### src/rtl/testpattern_gen2_if.sv
// Video output bundle of testpattern_gen2: timing strobes, pixel data and the
// completed-frame counter. The generator drives the master side, the
// downstream encoder (or a bench) uses the slave side.
interface testpattern_gen2_if #(
    parameter int DW  = 8,
    parameter int FCW = 16
);
    logic           O_de;
    logic           O_hs;
    logic           O_vs;
    logic [DW-1:0]  O_data_r;
    logic [DW-1:0]  O_data_g;
    logic [DW-1:0]  O_data_b;
    logic [FCW-1:0] O_frame_cnt;

    modport master (output O_de, O_hs, O_vs, O_data_r, O_data_g, O_data_b, O_frame_cnt);
    modport slave  (input  O_de, O_hs, O_vs, O_data_r, O_data_g, O_data_b, O_frame_cnt);
endinterface

### src/rtl/testpattern_gen2.sv
// testpattern_gen2: parametrised raster timing and test-pattern source in a
// single pixel clock domain. Pattern configuration is shadowed at each frame
// start, so every frame is drawn with one consistent setting. Pixel outputs
// trail the H/V counters by exactly four clocks.
// Optional build macro TESTPATTERN_BORDER_EN: forces the outermost ring of
// active pixels to full white in every mode.
module testpattern_gen2 #(
    parameter int DW        = 8,
    parameter int CW        = 16,
    parameter int GRID_LOG2 = 5,
    parameter int FCW       = 16
) (
    input  logic          I_pxl_clk,
    input  logic          I_rst_n,
    input  logic [2:0]    I_mode,
    input  logic [CW-1:0] I_sqr_width,
    input  logic [CW-1:0] I_scroll_step,
    input  logic [DW-1:0] I_single_r,
    input  logic [DW-1:0] I_single_g,
    input  logic [DW-1:0] I_single_b,
    input  logic [CW-1:0] I_h_total,
    input  logic [CW-1:0] I_h_sync,
    input  logic [CW-1:0] I_h_bporch,
    input  logic [CW-1:0] I_h_res,
    input  logic [CW-1:0] I_v_total,
    input  logic [CW-1:0] I_v_sync,
    input  logic [CW-1:0] I_v_bporch,
    input  logic [CW-1:0] I_v_res,
    input  logic          I_hs_pol,
    input  logic          I_vs_pol,
    testpattern_gen2_if.master vid
);
    localparam int XW = CW + 2;
    localparam int GW = (CW > DW) ? CW : DW;

    logic [CW-1:0]    r_hcnt, r_vcnt;
    logic [2:0]       r_mode;
    logic [CW-1:0]    r_sw, r_step;
    logic [DW-1:0]    r_sr, r_sg, r_sb;
    logic [CW:0]      r_off;
    logic             r_started;
    logic [FCW-1:0]   r_fcnt;
    logic [CW-1:0]    r_cx, r_cy, r_bc;
    logic             r_px, r_py;
    logic [2:0]       r_bi;
    logic [CW-1:0]    r_s1_x, r_s1_y;
    logic [3:0]       r_de_p, r_hs_p, r_vs_p;
    logic [2:0][DW-1:0] r_dr, r_dg, r_db;

    logic [XW-1:0]    w_hstart, w_hend, w_vstart, w_vend, w_w2_n, w_sum;
    logic             w_hwrap, w_vwrap, w_fstart, w_xstart, w_de, w_hs_act, w_vs_act;
    logic [CW-1:0]    w_x, w_y, w_sw_n, w_step_n, w_w_n, w_w_old, w_ph0, w_bw;
    logic [CW:0]      w_off_upd, w_off_n, w_offx;
    logic [2:0]       w_mode_n;
    logic             w_par0, w_cx_wrap, w_cy_wrap, w_bc_wrap, w_grid, w_border;
    logic [GW-1:0]    w_xg;
    logic [DW-1:0]    w_pr, w_pg, w_pb;

    assign w_hstart = XW'(I_h_sync) + XW'(I_h_bporch);
    assign w_hend   = w_hstart + XW'(I_h_res);
    assign w_vstart = XW'(I_v_sync) + XW'(I_v_bporch);
    assign w_vend   = w_vstart + XW'(I_v_res);
    assign w_hwrap  = (XW'(r_hcnt) + XW'(1)) >= XW'(I_h_total);
    assign w_vwrap  = (XW'(r_vcnt) + XW'(1)) >= XW'(I_v_total);
    assign w_fstart = (r_hcnt == '0) && (r_vcnt == '0);
    assign w_xstart = XW'(r_hcnt) == w_hstart;
    assign w_de     = (XW'(r_hcnt) >= w_hstart) && (XW'(r_hcnt) < w_hend) &&
                      (XW'(r_vcnt) >= w_vstart) && (XW'(r_vcnt) < w_vend);
    assign w_hs_act = r_hcnt < I_h_sync;
    assign w_vs_act = r_vcnt < I_v_sync;
    assign w_x      = r_hcnt - w_hstart[CW-1:0];
    assign w_y      = r_vcnt - w_vstart[CW-1:0];

    // Values the shadows will hold for the pixel currently at the counters;
    // on the frame-start cycle that is the freshly sampled input.
    assign w_sw_n   = w_fstart ? I_sqr_width   : r_sw;
    assign w_step_n = w_fstart ? I_scroll_step : r_step;
    assign w_mode_n = w_fstart ? I_mode        : r_mode;
    assign w_w_n    = (w_sw_n == '0) ? CW'(1) : w_sw_n;
    assign w_w_old  = (r_sw == '0) ? CW'(1) : r_sw;
    assign w_w2_n   = XW'({w_w_n, 1'b0});
    assign w_sum    = XW'(r_off) + XW'(w_step_n);

    // Scroll offset for the next frame: wrap into [0, 2w), freeze on an
    // oversized step, restart from zero whenever the cell size changes.
    always_comb begin
        w_off_upd = r_off;
        if (w_w_n != w_w_old) begin
            w_off_upd = '0;
        end else if (XW'(w_step_n) < w_w2_n) begin
            if (w_sum >= w_w2_n) begin
                w_off_upd = (CW+1)'(w_sum - w_w2_n);
            end else begin
                w_off_upd = (CW+1)'(w_sum);
            end
        end
    end

    assign w_off_n   = w_fstart ? w_off_upd : r_off;
    assign w_offx    = (w_mode_n == 3'd4) ? w_off_n : '0;
    assign w_par0    = w_offx >= (CW+1)'(w_w_n);
    assign w_ph0     = w_par0 ? CW'(w_offx - (CW+1)'(w_w_n)) : CW'(w_offx);
    assign w_cx_wrap = (XW'(r_cx) + XW'(1)) >= XW'(w_w_n);
    assign w_cy_wrap = (XW'(r_cy) + XW'(1)) >= XW'(w_w_n);
    assign w_bw      = I_h_res >> 3;
    assign w_bc_wrap = (XW'(r_bc) + XW'(1)) >= XW'(w_bw);

    // Raster counters; >= compares let a shrunken timing value wrap at once.
    always_ff @(posedge I_pxl_clk or negedge I_rst_n) begin
        if (!I_rst_n) begin
            r_hcnt <= '0;
            r_vcnt <= '0;
        end else if (w_hwrap) begin
            r_hcnt <= '0;
            r_vcnt <= w_vwrap ? '0 : r_vcnt + CW'(1);
        end else begin
            r_hcnt <= r_hcnt + CW'(1);
        end
    end

    // Frame-start bookkeeping: config shadows, scroll offset, frame counter.
    always_ff @(posedge I_pxl_clk or negedge I_rst_n) begin
        if (!I_rst_n) begin
            r_mode    <= '0;
            r_sw      <= '0;
            r_step    <= '0;
            r_sr      <= '0;
            r_sg      <= '0;
            r_sb      <= '0;
            r_off     <= '0;
            r_started <= 1'b0;
            r_fcnt    <= '0;
        end else if (w_fstart) begin
            r_mode    <= I_mode;
            r_sw      <= I_sqr_width;
            r_step    <= I_scroll_step;
            r_sr      <= I_single_r;
            r_sg      <= I_single_g;
            r_sb      <= I_single_b;
            r_off     <= w_off_upd;
            r_started <= 1'b1;
            if (r_started) begin
                r_fcnt <= r_fcnt + FCW'(1);
            end
        end
    end

    // Divider-free cell trackers: checker phase/parity along x and y and the
    // colour-bar index, each valid for the pixel in the first pipeline stage.
    always_ff @(posedge I_pxl_clk or negedge I_rst_n) begin
        if (!I_rst_n) begin
            r_cx <= '0;
            r_px <= 1'b0;
            r_cy <= '0;
            r_py <= 1'b0;
            r_bc <= '0;
            r_bi <= '0;
        end else begin
            if (w_xstart) begin
                r_cx <= w_ph0;
                r_px <= w_par0;
                r_bc <= '0;
                r_bi <= '0;
            end else begin
                if (w_cx_wrap) begin
                    r_cx <= '0;
                    r_px <= ~r_px;
                end else begin
                    r_cx <= r_cx + CW'(1);
                end
                if (w_bc_wrap) begin
                    r_bc <= '0;
                    r_bi <= (r_bi == 3'd7) ? 3'd7 : r_bi + 3'd1;
                end else begin
                    r_bc <= r_bc + CW'(1);
                end
            end
            if (r_hcnt == '0) begin
                if (XW'(r_vcnt) == w_vstart) begin
                    r_cy <= '0;
                    r_py <= 1'b0;
                end else if (w_cy_wrap) begin
                    r_cy <= '0;
                    r_py <= ~r_py;
                end else begin
                    r_cy <= r_cy + CW'(1);
                end
            end
        end
    end

    assign w_xg   = GW'(r_s1_x);
    assign w_grid = (r_s1_x[GRID_LOG2-1:0] == '0) || (r_s1_y[GRID_LOG2-1:0] == '0) ||
                    (r_s1_x == I_h_res - CW'(1)) || (r_s1_y == I_v_res - CW'(1));
`ifdef TESTPATTERN_BORDER_EN
    assign w_border = (r_s1_x == '0) || (r_s1_y == '0) ||
                      (r_s1_x == I_h_res - CW'(1)) || (r_s1_y == I_v_res - CW'(1));
`else
    assign w_border = 1'b0;
`endif

    // Pixel colour for the first-stage pixel; black outside the active area.
    always_comb begin
        w_pr = '0;
        w_pg = '0;
        w_pb = '0;
        if (r_de_p[0]) begin
            case (r_mode)
                3'd0: begin
                    w_pr = {DW{~r_bi[1]}};
                    w_pg = {DW{~r_bi[2]}};
                    w_pb = {DW{~r_bi[0]}};
                end
                3'd1: w_pr = w_grid ? '1 : '0;
                3'd2: begin
                    w_pr = w_xg[DW-1:0];
                    w_pg = w_xg[DW-1:0];
                    w_pb = w_xg[DW-1:0];
                end
                3'd3, 3'd4: begin
                    w_pr = (r_px ^ r_py) ? '0 : '1;
                    w_pg = (r_px ^ r_py) ? '0 : '1;
                    w_pb = (r_px ^ r_py) ? '0 : '1;
                end
                3'd7: begin
                    w_pr = r_sr;
                    w_pg = r_sg;
                    w_pb = r_sb;
                end
                default: w_pb = '1;
            endcase
            if (w_border) begin
                w_pr = '1;
                w_pg = '1;
                w_pb = '1;
            end
        end
    end

    // Four-stage delay line keeping strobes and data aligned.
    always_ff @(posedge I_pxl_clk or negedge I_rst_n) begin
        if (!I_rst_n) begin
            r_s1_x <= '0;
            r_s1_y <= '0;
            r_de_p <= '0;
            r_hs_p <= '0;
            r_vs_p <= '0;
            r_dr   <= '0;
            r_dg   <= '0;
            r_db   <= '0;
        end else begin
            r_s1_x <= w_x;
            r_s1_y <= w_y;
            r_de_p <= {r_de_p[2:0], w_de};
            r_hs_p <= {r_hs_p[2:0], w_hs_act};
            r_vs_p <= {r_vs_p[2:0], w_vs_act};
            r_dr   <= {r_dr[1:0], w_pr};
            r_dg   <= {r_dg[1:0], w_pg};
            r_db   <= {r_db[1:0], w_pb};
        end
    end

    assign vid.O_de        = r_de_p[3];
    assign vid.O_hs        = I_hs_pol ? r_hs_p[3] : ~r_hs_p[3];
    assign vid.O_vs        = I_vs_pol ? r_vs_p[3] : ~r_vs_p[3];
    assign vid.O_data_r    = r_dr[2];
    assign vid.O_data_g    = r_dg[2];
    assign vid.O_data_b    = r_db[2];
    assign vid.O_frame_cnt = r_fcnt;
endmodule
### src/flat_wrapper.sv
// flat-port wrapper written by rule: the top's interface ports become plain ports
module testpattern_gen2_flat 
#(
    parameter int DW        = 8,
    parameter int CW        = 16,
    parameter int GRID_LOG2 = 5,
    parameter int FCW       = 16
)
  (I_pxl_clk, I_rst_n, I_mode, I_sqr_width, I_scroll_step, I_single_r, I_single_g, I_single_b, I_h_total, I_h_sync, I_h_bporch, I_h_res, I_v_total, I_v_sync, I_v_bporch, I_v_res, I_hs_pol, I_vs_pol, vid_O_de, vid_O_hs, vid_O_vs, vid_O_data_r, vid_O_data_g, vid_O_data_b, vid_O_frame_cnt);
  testpattern_gen2_if #(.DW(DW), .FCW(FCW)) vid_i ();
  input  logic I_pxl_clk;
  input  logic I_rst_n;
  input  logic [2:0] I_mode;
  input  logic [CW-1:0] I_sqr_width;
  input  logic [CW-1:0] I_scroll_step;
  input  logic [DW-1:0] I_single_r;
  input  logic [DW-1:0] I_single_g;
  input  logic [DW-1:0] I_single_b;
  input  logic [CW-1:0] I_h_total;
  input  logic [CW-1:0] I_h_sync;
  input  logic [CW-1:0] I_h_bporch;
  input  logic [CW-1:0] I_h_res;
  input  logic [CW-1:0] I_v_total;
  input  logic [CW-1:0] I_v_sync;
  input  logic [CW-1:0] I_v_bporch;
  input  logic [CW-1:0] I_v_res;
  input  logic I_hs_pol;
  input  logic I_vs_pol;
  output wire logic [$bits(vid_i.O_de)-1:0] vid_O_de;
  output wire logic [$bits(vid_i.O_hs)-1:0] vid_O_hs;
  output wire logic [$bits(vid_i.O_vs)-1:0] vid_O_vs;
  output wire logic [$bits(vid_i.O_data_r)-1:0] vid_O_data_r;
  output wire logic [$bits(vid_i.O_data_g)-1:0] vid_O_data_g;
  output wire logic [$bits(vid_i.O_data_b)-1:0] vid_O_data_b;
  output wire logic [$bits(vid_i.O_frame_cnt)-1:0] vid_O_frame_cnt;
  assign vid_O_de = vid_i.O_de;
  assign vid_O_hs = vid_i.O_hs;
  assign vid_O_vs = vid_i.O_vs;
  assign vid_O_data_r = vid_i.O_data_r;
  assign vid_O_data_g = vid_i.O_data_g;
  assign vid_O_data_b = vid_i.O_data_b;
  assign vid_O_frame_cnt = vid_i.O_frame_cnt;
  testpattern_gen2 #(.DW(DW), .CW(CW), .GRID_LOG2(GRID_LOG2), .FCW(FCW)) u_core (.I_pxl_clk(I_pxl_clk), .I_rst_n(I_rst_n), .I_mode(I_mode), .I_sqr_width(I_sqr_width), .I_scroll_step(I_scroll_step), .I_single_r(I_single_r), .I_single_g(I_single_g), .I_single_b(I_single_b), .I_h_total(I_h_total), .I_h_sync(I_h_sync), .I_h_bporch(I_h_bporch), .I_h_res(I_h_res), .I_v_total(I_v_total), .I_v_sync(I_v_sync), .I_v_bporch(I_v_bporch), .I_v_res(I_v_res), .I_hs_pol(I_hs_pol), .I_vs_pol(I_vs_pol), .vid(vid_i));
endmodule
### config.mk
export PLATFORM = sky130hd
export DESIGN_NAME = testpattern_gen2_flat
export DESIGN_NICKNAME = d
export VERILOG_FILES = /design/src/rtl/testpattern_gen2_if.sv /design/src/rtl/testpattern_gen2.sv /design/src/flat_wrapper.sv
export SDC_FILE = /design/constraint.sdc
export NUM_CORES = 1
export LEC_CHECK = 0
export CORE_ASPECT_RATIO = 0.5
export CORE_MARGIN = 5
export CORE_UTILIZATION = 55
export CTS_BUF_LIST = sky130_fd_sc_hd__clkbuf_4
export DETAILED_ROUTE_END_ITERATION = 7
export PLACE_DENSITY = 0.77
export SKIP_LAST_GASP = 1
export SLEW_MARGIN = 0
export SYNTH_ARGS = -nofsm -noshare
export SYNTH_HDL_FRONTEND = slang
export SYNTH_SLANG_ARGS = --single-unit
### constraint.sdc
create_clock -name I_pxl_clk -period 20.9 [get_ports I_pxl_clk]
set_input_delay 4.18 -clock I_pxl_clk [delete_from_list [all_inputs] [get_ports I_pxl_clk]]
set_output_delay 4.18 -clock I_pxl_clk [all_outputs]
set_load 0.005 [all_outputs]
# Word-level counts from Yosys, hierarchy flattened
# Cells that the tools add are included.
# op_classes
eq_ne	12
reduce_logical	20
add_sub_neg	23
mux	36
magnitude_cmp	14
bitwise_logic	8
# ops
op	n
two-way mux 16 bit	13
adder 16 x 1 -> 16 bit, second input constant	6
adder 16 x 1 -> 17 bit, second input constant	5
two-way mux 17 bit	5
one-hot mux 8 bit (5 select lines)	2
>= comparator 18 x 16 -> 1 bit	4
logical NOT 16 bit	4
subtractor 16 bit	3
two-way mux 8 bit	5
adder 18 x 16 -> 18 bit	2
== test 16 x 18 -> 1 bit	2
>= comparator 16 x 18 -> 1 bit	2
less-than comparator 16 x 18 -> 1 bit	2
adder 16 x 16 -> 17 bit	2
== test 16 bit	2
less-than comparator 16 bit	2
one-hot mux 8 bit (4 select lines)	1
subtractor 16 x 1 -> 16 bit, second input constant	2
adder 17 x 16 -> 18 bit	1
>= comparator 18 x 13 -> 1 bit	1
>= comparator 18 x 17 -> 1 bit	1
>= comparator 17 x 16 -> 1 bit	1
less-than comparator 16 x 17 -> 1 bit	1
subtractor 17 bit	1
other kinds (16)	43
# totals
elab_cells	144
reg_bits	294

# Depth between registers and ports, before layout
# depth
word_depth	14
ltp_mapped	42

# Worst setup path before layout
# No wires, ideal clock.
# synth_path
path_kind	input port to flip-flop
start	input port I_scroll_step[0]
end	register u_core.r_cx[5]
slack_ns	10.284
arrival_time_ns	10.474
path_buffers	2
path_stages	33
path_cell_list	mux2_2 ha_1 fa_1 a211o_1 a21oi_1 o31ai_1 a21oi_1 o21ai_0 xor2_1 ha_1 nand4_1 or3_1 or4_1 o2111ai_2 a221o_2 nor2_1 nand2_1 o21ai_0 a22oi_1 nor2_1 ha_1 nor2b_1 o21ai_0 a21oi_1 o21ai_0 a211oi_1 o211a_1 a311oi_2 o41ai_2 buf_6 buf_6 a32oi_1 o21ai_1
# synth_between
elab_chain_len	11
elab_cells_between_ends	14
cone_classes	3 x add/sub; 3 x order compare; 8 x mux
# synth_lines
item	line_no	text
start, declared	flat_wrapper.sv:15	input logic [CW-1:0] I_scroll_step;
two-way mux 16 bit (*)	testpattern_gen2.sv:77	assign w_step_n = w_fstart ? I_scroll_step : r_step;
adder 17 x 16 -> 18 bit	testpattern_gen2.sv:82	assign w_sum = XW'(r_off) + XW'(w_step_n);
subtractor 17 bit / >= comparator 18 x 17 -> 1 bit (equally long branches)	testpattern_gen2.sv:92, testpattern_gen2.sv:91	
two-way mux 17 bit	testpattern_gen2.sv:91	if (w_sum >= w_w2_n) begin
two-way mux 17 bit (*)	testpattern_gen2.sv:90	end else if (XW'(w_step_n) < w_w2_n) begin
two-way mux 17 bit (*)	testpattern_gen2.sv:88	if (w_w_n != w_w_old) begin
two-way mux 17 bit (*)	testpattern_gen2.sv:99	assign w_off_n = w_fstart ? w_off_upd : r_off;
two-way mux 17 bit (*)	testpattern_gen2.sv:100	assign w_offx = (w_mode_n == 3'd4) ? w_off_n : '0;
subtractor 16 bit / >= comparator 17 x 16 -> 1 bit (equally long branches)	testpattern_gen2.sv:102, testpattern_gen2.sv:101	
two-way mux 16 bit (*)	testpattern_gen2.sv:102	assign w_ph0 = w_par0 ? CW'(w_offx - (CW+1)'(w_w_n)) : CW'(w_offx);
two-way mux 16 bit (*)	testpattern_gen2.sv:159	if (w_xstart) begin
end signal, assigned	testpattern_gen2.sv:160	r_cx <= w_ph0;
end signal, assigned	testpattern_gen2.sv:169	r_cx <= r_cx + CW'(1);
end, declared	testpattern_gen2.sv:43	logic [CW-1:0] r_cx, r_cy, r_bc;
# Every way passes the cells marked *; elsewhere a longest branch is shown, timed or not.
# A chain may end at the register's enable or synchronous reset.

# Final worst setup path
# layout_path
start	input port I_scroll_step[0]
end	register u_core.r_cx[4]
# layout_between
elab_chain_len	11
elab_cells_between_ends	14
cone_classes	3 x add/sub; 3 x order compare; 8 x mux
# layout_lines
item	line_no	text
two-way mux 16 bit (*)	testpattern_gen2.sv:77	
via u_core.w_step_n[0]	testpattern_gen2.sv:52	logic [CW-1:0] w_x, w_y, w_sw_n, w_step_n, w_w_n, w_w_old, w_ph0, w_bw;
adder 17 x 16 -> 18 bit	testpattern_gen2.sv:82	
subtractor 17 bit / >= comparator 18 x 17 -> 1 bit (equally long branches)	testpattern_gen2.sv:92, testpattern_gen2.sv:91	
two-way mux 17 bit	testpattern_gen2.sv:91	
two-way mux 17 bit (*)	testpattern_gen2.sv:90	
two-way mux 17 bit (*)	testpattern_gen2.sv:88	
two-way mux 17 bit (*)	testpattern_gen2.sv:99	
two-way mux 17 bit (*)	testpattern_gen2.sv:100	
subtractor 16 bit / >= comparator 17 x 16 -> 1 bit (equally long branches)	testpattern_gen2.sv:102, testpattern_gen2.sv:101	
two-way mux 16 bit (*)	testpattern_gen2.sv:102	
two-way mux 16 bit (*)	testpattern_gen2.sv:159	
# The timed path passes the listed nets; every way through them passes the cells marked *.

==> impl_metrics.py <==
metrics = {
    "run_status": {
        "status": "finished, final reports clean",
    },
    "place": {
        "dp_hpwl_microns": 49800,
        "numPortBuffers": 233,
        "place_congestion": 0.951,
        "pre_cts_ws_ns": 8.61,
    },
    "logic_synthesis": {
        "ys_top_cells_by_count": "ha_1, dfrtp_1, inv_1",
        "yosys.area.top_type_share_pct": 31.2,
        "avgSynthCellArea_sq_um": 9.10,
        "yosysMostFrequentCell": "ha_1",
        "yosysTopAreaCell": "dfrtp_1",
        "synth_warnings": 0,
        "synth_cells": 2592,
        "synth_async_sr_flop_share_pct": 100,
        "synthTopCellsByArea": "dfrtp_1, ha_1, xnor2_1",
        "ys_seq_elements": 294,
        "ys_seq_area_share_pct": 31.2,
        "synth.distinct_cells": 91,
        "synth_edf_count": 0,
        "ys.flop_type": "dfrtp_1",
        "syn-cell-area_sq_um": 23600,
    },
    "timing": {
        "finalClockSkew_ns": 0.0509,
        "timing.final.crit_period_ns": 11.58,
        "maxSlewViolCount": 0,
        "rsz0062_at_grt": "false",
        "max_freq_mhz": 86.4,
        "setup_ws_ns": 9.32,
        "relSlewSlack_pct": 24.7,
        "worst_pin_slew_ns": 1.13,
        "tns_ns": 0,
        "hold_violations": 0,
        "setup_viol": 0,
        "post-route-period-util_pct": 55.4,
    },
    "die": {
        "rows": 53,
        "dieWidth_microns": 303,
        "die_h_microns": 156,
        "initial_core_util_pct": 55.9,
        "fp.dieArea_sq_um": 47400,
        "core_area_sq_um": 42200,
        "io-pin-count": 234,
    },
    "clock_network": {
        "clk_path_buf_depth": 3,
        "cts_setup_buffers": 0,
        "ctsHoldBuffers": 0,
        "root_buffer": "clkbuf_4",
        "cts_max_level": 3,
        "clkLatencyLatePin_ns": 0.80,
        "cts_made_buffers": 75,
        "path_clk_slew_ns": 0.08,
        "cts_tree": "yes",
        "post_cts_resized": 0,
        "clkSinkCount": 294,
    },
    "finish": {
        "syn_to_final_growth_pct": 16.1,
        "fin_nets": 3365,
        "drive_gt1_share_pct": 7.25,
    },
    "global_routing": {
        "grt_pass1_vias": 19901,
        "grt_max_degree": 95,
        "grt_antenna_before_repair": 2,
        "grtUsageTotal_pct": 26.8,
        "grt_pass1_wl_microns": 103000,
        "grt-ovfl-total": 0,
    },
    "pwr": {
        "ir_drop_mv": 0.0383,
        "p_per_area_nw_per_um2": 66.7,
        "leakage_nw": 13.6,
    },
    "routing": {
        "firstDrtPassIters": 6,
        "viasPerCell": 5.79,
        "ant_nets": 0,
        "wirelength_microns": 63800,
        "drt_iter0_drc": 1415,
        "num_vias": 20223,
        "drc_errors": 0,
        "detail_route.wl_per_cell_microns": 18.3,
    },
    "worst_setup_path": {
        "path_common_cell": "o21ai_0",
        "start_kind": "input pin",
        "worstSetupPathType": "input pin to register",
        "slowest_delay_ns": 0.55,
        "path_max_fanout": 13,
        "crit_arrival_ns": 12.27,
        "end_kind": "register",
        "worstPathRequired_ns": 21.60,
        "cpMaxStageDelayCell": "or4_1",
    },
    "flow_run": {
        "max_cap_violations": 0,
    },
    "hold_path": {
        "worstHoldPathType": "register to register",
    },
}
==> cells by family (layout without fill, tap and decap cells) <==
family | count (synthesis) | in the layout | share of synthesized area [%]
DFF | 294 | 294 | 31.2
adders and majority gates | 316 | 316 | 17.0
buffers and inverters | 272 | 589 | 4.84
other | 1 | 6 | 0.0159
xor gates and xnor gates | 260 | 260 | 9.65
and+or+nand+nor | 763 | 763 | 16.6
muxes | 78 | 78 | 3.56
AOI/OAI and AO/OA | 608 | 608 | 17.1
==> area by class of cell <==
| cell class | count | area [sq um] |
|---|---|---|
| inverter | 199 | 747 |
| timing repair buffer | 260 | 2540 |
| clock inverter | 33 | 164 |
| clock buffer | 97 | 728 |
| sequential | 294 | 7360 |
| multi-input combinational | 2028 | 15100 |
| fill | 3605 | 14800 |
| tap | 577 | 722 |
| antenna | 3 | 7.51 |
==> critical path, delay by kind of cell <==
kind	cells	cell delay [ns]
xor gates and xnor gates	1	0.17
adders and majority gates	4	1.33
and+or+nand+nor	8	1.95
muxes	1	0.29
AOI/OAI and AO/OA	17	3.64
buffers and inverters	2	0.69
==> report_power, final <==
part,internal [mW],leakage [nW],switching (mW),total [mW]
Sequential,0.622,3.82,0.0805,0.702
Combinational,0.301,9.24,0.343,0.644
Clock,0.222,0.520,0.260,0.482
==> state kept, by name, indices dropped and copies added, names as in the netlist, 4 cells and up <==
register                cells
u_core.r_off               17
u_core.r_bc                16
u_core.r_cx                16
u_core.r_cy                16
u_core.r_db                16
u_core.r_dg                16
u_core.r_dr                16
u_core.r_hcnt              16
u_core.r_s1_x              16
u_core.r_s1_y              16
u_core.r_step              16
u_core.r_sw                16
u_core.r_vcnt              16
u_core.vid.O_frame_cnt     16
u_core.r_sb                 8
u_core.r_sg                 8
u_core.r_sr                 8
u_core.vid.O_data_b         8
u_core.vid.O_data_g         8
u_core.vid.O_data_r         8
u_core.r_de_p               4
u_core.r_hs_p               4
u_core.r_vs_p               4
==> worst paths after layout <==
kind                       slack, ns  cells after the start                        from                          to
setup / recovery                9.32                     33            I_scroll_step[0]    u_core.r_cx[4]$_DFF_PN0_
hold / removal                  0.32                      0    u_core.r_db[7]$_DFF_PN0_   u_core.r_db[15]$_DFF_PN0_
setup reg to reg               10.40                     38  u_core.r_hcnt[0]$_DFF_PN0_    u_core.r_cx[4]$_DFF_PN0_
hold reg to reg                 0.32                      0    u_core.r_db[7]$_DFF_PN0_   u_core.r_db[15]$_DFF_PN0_
max in group asynchronous      15.24                      3                     I_rst_n    u_core.r_cx[0]$_DFF_PN0_
min in group asynchronous       3.39                      1                     I_rst_n  u_core.r_hcnt[2]$_DFF_PN0_
==> metal layers <==
| layer | global-route usage, % | share of wire [%] |
|---|---|---|
| met4 | 7.36 | 2.3 |
| met3 | 5.81 | 7.0 |
| met1 | 35.8 | 44 |
| met2 | 44.4 | 47 |
| met5 | 0 | 0 |
==> cell usage in the layout, fill, tap and decap left out, drive strengths merged, types with 99 or more instances in the layout <==
master and n:
a21oi 167, clkdlybuf4s50 232, dfrtp 294, ha 307, inv 205, nand2 195
nor2 132, o21ai 121, xnor2 161, xor2 99
==> through the flow <==
stage | cells | util (%) | hold WS (ns) | power [mW] | area [sq um]
2_1_floorplan | 2594 | - | 0.331 | 1.15 | 23600
3_3_place_gp | 3358 | 62.8 | 0.331 | 1.32 | 26500
3_5_place_dp | 3358 | 62.8 | 0.335 | 1.35 | 26500
4_1_cts | 3488 | 64.9 | 0.301 | 1.84 | 27400
5_1_grt | 3490 | 64.9 | 0.309 | 1.96 | 27400
6_report | 3491 | 64.9 | 0.318 | 1.83 | 27400
Note: power is estimated with default switching activity, not from simulation.
